`src/rtl/fifo_rd_ptr_empty.sv`:
```
// Read-side pointer and EMPTY flag generator for the async FIFO (Gray pointer out, registered EMPTY).
// Optional FIFO_RD_LEVEL_EN adds a registered occupancy output (rlevel) as seen by the reader.
module fifo_rd_ptr_empty #(
  parameter int ADDR_WIDTH = 3
) (
  input  logic                  clk,
  input  logic                  rst_n,
  input  logic                  rinc,
  input  logic [ADDR_WIDTH:0]   sync_wptr,
  output logic [ADDR_WIDTH-1:0] raddr,
  output logic [ADDR_WIDTH:0]   rptr,
  output logic                  empty
`ifdef FIFO_RD_LEVEL_EN
  ,
  output logic [ADDR_WIDTH:0]   rlevel
`endif
);

  logic [ADDR_WIDTH:0] rbin_reg;
  logic [ADDR_WIDTH:0] rbin_next;
  logic [ADDR_WIDTH:0] rgray_next;
  logic [ADDR_WIDTH:0] rptr_reg;
  logic                empty_reg;
  logic                rinc_ok;

  assign rinc_ok    = rinc & ~empty_reg;
  assign rbin_next  = rbin_reg + {{ADDR_WIDTH{1'b0}}, rinc_ok};
  assign rgray_next = (rbin_next >> 1) ^ rbin_next;

  // Compare against the next pointer so EMPTY rises on the edge that consumes the last word.
  always_ff @(posedge clk or negedge rst_n) begin
    if (!rst_n) begin
      rbin_reg  <= '0;
      rptr_reg  <= '0;
      empty_reg <= 1'b1;
    end else begin
      rbin_reg  <= rbin_next;
      rptr_reg  <= rgray_next;
      empty_reg <= (rgray_next == sync_wptr);
    end
  end

  assign raddr = rbin_reg[ADDR_WIDTH-1:0];
  assign rptr  = rptr_reg;
  assign empty = empty_reg;

`ifdef FIFO_RD_LEVEL_EN
  logic [ADDR_WIDTH:0] wbin_s;
  logic [ADDR_WIDTH:0] rlevel_reg;

  // Gray-to-binary: each bit is the XOR of all Gray bits at and above it.
  for (genvar gi = 0; gi <= ADDR_WIDTH; gi++) begin : g_gray2bin
    assign wbin_s[gi] = ^sync_wptr[ADDR_WIDTH:gi];
  end

  always_ff @(posedge clk or negedge rst_n) begin
    if (!rst_n) begin
      rlevel_reg <= '0;
    end else begin
      rlevel_reg <= wbin_s - rbin_next;
    end
  end

  assign rlevel = rlevel_reg;
`endif

endmodule
```
`config.mk`:
```
export PLATFORM = sky130hd
export DESIGN_NAME = fifo_rd_ptr_empty
export DESIGN_NICKNAME = d
export VERILOG_FILES = /design/src/rtl/fifo_rd_ptr_empty.sv
export SDC_FILE = /design/constraint.sdc
export NUM_CORES = 1
export LEC_CHECK = 0
export ABC_AREA = 0
export ABC_CLOCK_PERIOD_IN_PS = 5700
export BUFFER_PORTS_ARGS = -buffer_cell sky130_fd_sc_hd__buf_4
export CORE_AREA = 2 2 39 41
export DETAILED_ROUTE_END_ITERATION = 10
export DIE_AREA = 0 0 41 43
export PLACE_DENSITY = 0.56
export SETUP_SLACK_MARGIN = 0.2
export SLEW_MARGIN = 20
export SYNTH_ARGS = -nofsm -noshare
export SYNTH_HDL_FRONTEND = slang
export SYNTH_SLANG_ARGS = --single-unit
```
`constraint.sdc`:
```
create_clock -name clk -period 5.7 [get_ports clk]
set_input_delay 0.57 -clock clk [delete_from_list [all_inputs] [get_ports clk]]
set_output_delay 0.57 -clock clk [all_outputs]
set_load 0.1 [all_outputs]
```
==> impl_metrics.json, run 1 <==
{
  "status": "complete, no violations",
  "worst_pin_slew_ps": 316,
  "multi_input_area_um2": 236,
  "required_ps": 5850,
  "insertion_delay_ps": 250,
  "final_cell_mix": "buf_4, dfrtp_1, xor2_1",
  "area_growth_syn_to_layout_pct": 31.7,
  "register_area_um2": 201,
  "worstSetupStartpointType": "register",
  "yosysTopAreaCellShare_pct": 38.9,
  "cts_resized": 0,
  "num_rows": 14,
  "grt_max_degree": 11,
  "syn_inst": 42,
  "cap_violations": 0,
  "dieWidth_um": 41,
  "diodes": 0,
  "grt_pass1_wl_um": 1330,
  "grt_pass1_vias": 336,
  "ys_top_cells_by_area": "dfrtp_1, xor2_1, dfstp_2",
  "syn_avg_cell_area_um2": 10.7,
  "design.die.area_um2": 1760,
  "final_nets": 68,
  "critPathKind": "register to register",
  "drtPass1Iterations": 2,
  "clock_skew_ps": 2.31,
  "finalCriticalPeriod_ps": 2030,
  "timing.hold.ws_ps": 122,
  "holdBufCountCts": 0,
  "fin_crit_sh_pct": 35.6,
  "viasPerCell": 4.68,
  "drt_iter0_drc": 11,
  "initial_core_util_pct": 32.5,
  "end_kind": "register",
  "wl_um": 824,
  "clock_path_buffers": 2,
  "yosysWarningCount": 0,
  "wl_per_cell_um": 11.1,
  "crit_arrival_ps": 2180,
  "reg2reg_setup_slack_ps": 3670,
  "largest_reg_flops": 4,
  "crit_path_max_fanout": 5,
  "io_pins": 15,
  "hold_class": "input port to async pin",
  "cts_buffers": 3,
  "finalInstanceArea_um2": 593,
  "rsz0062_at_grt": "false",
  "cts_root_buf": "clkbuf_4",
  "dpl.cell_count": 70,
  "syn-num-nets": 51,
  "place_congestion": 0.833,
  "yosysSeqAreaShare_pct": 44.7,
  "ant_nets": 0,
  "clk_pin_slew_ps": 60,
  "die_h_um": 43,
  "dp_hpwl_um": 636,
  "port_buffers": 14,
  "track_usage_pct": 11.8,
  "final_cells": 74,
  "timing.slew.headroom_pct": 78.9,
  "place_area_um2": 567,
  "ys_types": 22,
  "vias": 346,
  "hold_viol_final": 0,
  "clock-sinks": 8,
  "yosys.area.top_type": "dfrtp_1",
  "synthesis.area_um2": 450,
  "fillCellCount": 135,
  "coreArea_um2": 1380,
  "setup_viol": 0,
  "route.detailed.drc": 0,
  "synth.ff_latch_count": 8,
  "final_common_cell": "buf_4",
  "drv_slew": 0,
  "htree_levels": 1,
  "finalSetupTns_ps": 0,
  "cts_tree": "done",
  "cts_setup_buffers": 0,
  "antenna_found_initial": 0,
  "grt_overflow_total": 0,
  "drive_above_1_share_pct": 32.8,
  "fmax_ghz": 0.493
}
-- cell type report --
cell class                 instances  share of cell area [%]
timing repair buffer              14                    17.7
tap                               16                    3.38
sequential                         8                    34.0
inverter                           1                   0.633
clock buffer                       4                    4.43
multi-input combinational         31                    39.9
-- critical path: stages (launching register included) --
cell and delay [ps]:
dfstp_2 520, nor2b_1 40, ha_1 220, ha_1 300, xnor2_2 270, xor2_1 200, mux2i_1 100, a311oi_1 270
-- path summary, 6_finish.rpt --
check	depth (start not counted)	start	end
worst min-delay path	1	rst_n	rptr[0]$_DFF_PN0_
min in group clk	1	rbin_reg[0]$_DFF_PN0_	rbin_reg[0]$_DFF_PN0_
worst max register to register	7	empty$_DFF_PN1_	empty$_DFF_PN1_
worst max-delay path	7	empty$_DFF_PN1_	empty$_DFF_PN1_
worst min register to register	1	rbin_reg[0]$_DFF_PN0_	rbin_reg[0]$_DFF_PN0_
max in group asynchronous	1	rst_n	empty$_DFF_PN1_
-- synth_stat cells, drive strengths merged --
library cell and number:
o211ai 1, nand4 1, nor2b 2, xor2 6, mux2i 1, and2 1, clkbuf 2, inv 1
o21ai 1, dfrtp 7, a311oi 1, a211o 1, a21o 2, nand2 3, dfstp 1, nor2 2
nand3b 1, nand3 2, ha 2, xnor2 4
-- stage by stage --
step                utilization [%]  setup slack, ps
CTS                            42.9             3640
detailed placement             41.0             3430
global placement               41.0             3480
floorplan                         -             3380
finish                         42.9             3670
global route                   42.9             3490
-- cells by family after synthesis --
| group | count (synthesis) | synth area share (%) |
|---|---|---|
| simple gates | 12 | 13.6 |
| xor+xnor | 10 | 21.1 |
| flops | 8 | 44.7 |
| compound gates | 6 | 10.0 |
| buf+inv | 3 | 2.78 |
| fa+ha+maj | 2 | 5.55 |
| mux | 1 | 2.22 |
-- per-layer routing --
metal / global-route usage [%] / share of wire (%)
met4: 8.00 / 0
met2: 16.9 / 50
met3: 4.71 / 5.8
met1: 13.8 / 44
met5: 0 / 0
Power of run 1 is left out: the tool's default activity adds up to more than one toggle a clock period on the data nets, which glitch-free logic cannot reach.
==> run 2: changes to the inputs <==
--- a/config.mk
+++ b/config.mk
@@ -6,7 +6,7 @@
 export NUM_CORES = 1
 export LEC_CHECK = 0
 export ABC_AREA = 0
-export ABC_CLOCK_PERIOD_IN_PS = 5700
+export ABC_CLOCK_PERIOD_IN_PS = 2000
 export BUFFER_PORTS_ARGS = -buffer_cell sky130_fd_sc_hd__buf_4
 export CORE_AREA = 2 2 39 41
 export DETAILED_ROUTE_END_ITERATION = 10
==> constraint.sdc (replaced) <==
create_clock -name clk -period 2 [get_ports clk]
set_input_delay 0.2 -clock clk [delete_from_list [all_inputs] [get_ports clk]]
set_output_delay 0.2 -clock clk [all_outputs]
set_load 0.1 [all_outputs]
==> run 2 against run 1 <==
Net effect:
- register-to-register slack worse by 3500 ps
- sequential cell count unchanged
- final cell count up 1.4%
- clock-buffer cell count unchanged
- non-clock buffer count up 1
- sequential share of layout area down 1.4 points
- worst setup slack worse by 3500 ps
- die area unchanged
- first-iteration DRC count down 55%
- critical path depth unchanged
- core utilization up 3.0 points
- maximum frequency up 11%
- critical endpoint unchanged
==> impl_metrics.json, run 2 (synthesis results as in run 1) <==
{
  "status": "complete, no violations",
  "reg2reg_to": "empty$_DFF_PN1_",
  "initial_core_util_pct": 32.5,
  "final.setup.worst_slack_ps": 179,
  "crit_slowest_cell": "dfstp_4",
  "rsz0062_at_grt": "true",
  "wl_um": 790,
  "critPathTopFamily": "flip-flops",
  "final_common_cell": "buf_4",
  "reg2reg_setup_slack_ps": 180,
  "drive_above_1_share_pct": 37.3,
  "critPathMaxStageDelay_ps": 610,
  "worst-r2r-cell-count": 7,
  "hold_class": "input port to register",
  "clock-sinks": 8,
  "clock_skew_ps": 3.25,
  "die_h_um": 43,
  "dieWidth_um": 41,
  "final_nets": 69,
  "fin_util_pct": 45.8,
  "worst_pin_slew_ps": 343,
  "vias": 355,
  "diodes": 0,
  "hold_depth": 4,
  "place_congestion": 0.858,
  "setup_viol": 0,
  "viasPerCell": 4.73,
  "fin_crit_sh_pct": 91.1,
  "largest_reg_flops": 4,
  "crit_buf_inv": 0,
  "cts_tree": "done",
  "design.die.area_um2": 1760,
  "wl_per_cell_um": 10.5,
  "critPathKind": "register to register",
  "worstSetupStartpointType": "register",
  "grt_pass1_vias": 336,
  "cts_setup_buffers": 0,
  "final_cell_mix": "buf_4, xor2_1, dfrtp_1",
  "timing.slew.headroom_pct": 77.1,
  "required_ps": 2160,
  "whs_endpoint": "empty$_DFF_PN1_",
  "coreArea_um2": 1380,
  "finalCriticalPeriod_ps": 1820,
  "min-delay-start": "sync_wptr[3]",
  "hold_viol_final": 0,
  "port_buffers": 14,
  "grt_pass1_wl_um": 1290,
  "worstReg2RegStart": "empty$_DFF_PN1_",
  "ant_nets": 0,
  "drtPass1Iterations": 4,
  "end_kind": "register",
  "crit_path_start": "empty$_DFF_PN1_",
  "cap_violations": 0,
  "timing.hold.ws_ps": 289,
  "dp_hpwl_um": 623,
  "clock_path_buffers": 2,
  "area_growth_syn_to_layout_pct": 40.8,
  "io_pins": 15,
  "crit_arrival_ps": 1980,
  "cts_root_buf": "clkbuf_4",
  "cts_resized": 0,
  "clk_pin_slew_ps": 50,
  "num_rows": 14,
  "htree_levels": 1,
  "route.detailed.drc": 0,
  "grt_max_degree": 11,
  "fmax_ghz": 0.549,
  "drv_slew": 0,
  "insertion_delay_ps": 250,
  "grt_overflow_total": 0,
  "crit_path_max_fanout": 5,
  "drt_iter0_drc": 5,
  "cts_buffers": 3,
  "track_usage_pct": 11.2,
  "antenna_found_initial": 0,
  "pre_cts_ws_ps": 158,
  "worstPathCellList": "nor2b_1, ha_2, ha_4, xnor2_4, xor2_1, mux2i_1, a311oi_1"
}
run 2: final cells by class:
type | count | area, um2
multi-input combinational | 31 | 263
clock buffer | 4 | 26.3
fill | 138 | 749
inverter | 1 | 3.75
sequential | 8 | 206
tap | 16 | 20.0
timing repair buffer | 15 | 115
run 2: repair_timing:
action,CTS,global route
hold buffers,1,0
hold endpoints to repair,8,0
endpoints found under the setup margin,1,1
run 2: tightest hold or removal path: cells and delay by family:
| family | cells | cell delay (ps) |
|---|---|---|
| compound gates | 2 | 160 |
| buf+inv | 1 | 100 |
| simple gates | 1 | 70 |
run 2: metal layers:
| layer | GRT usage (%) | share of wire, % | up-vias |
|---|---|---|---|
| li1 | - | - | 181 |
| met1 | 13.2 | 45 | 162 |
| met2 | 15.9 | 48 | 12 |
| met3 | 0.524 | 7.0 | 0 |
| met4 | 12.7 | 0 | 0 |
| met5 | 0 | 0 | - |
run 2: metrics by stage:
stage	std cells	area, um2	setup TNS [ps]
after floorplan	42	490	-94.5
after global placement	70	598	0
after detailed placement	70	598	0
after CTS	75	634	0
after global routing	75	634	0
final	75	634	0
run 2: how the worst max path moves through the flow:
stage	endpoint	slack [ps]	depth (start not counted)
floorplan	empty$_DFF_PN1_	-90	8
global placement	empty$_DFF_PN1_	180	7
detailed placement	empty$_DFF_PN1_	160	7
CTS	empty$_DFF_PN1_	150	7
global route	empty$_DFF_PN1_	40	7
finish	empty$_DFF_PN1_	180	7
Power of run 2 is left out for the same reason.
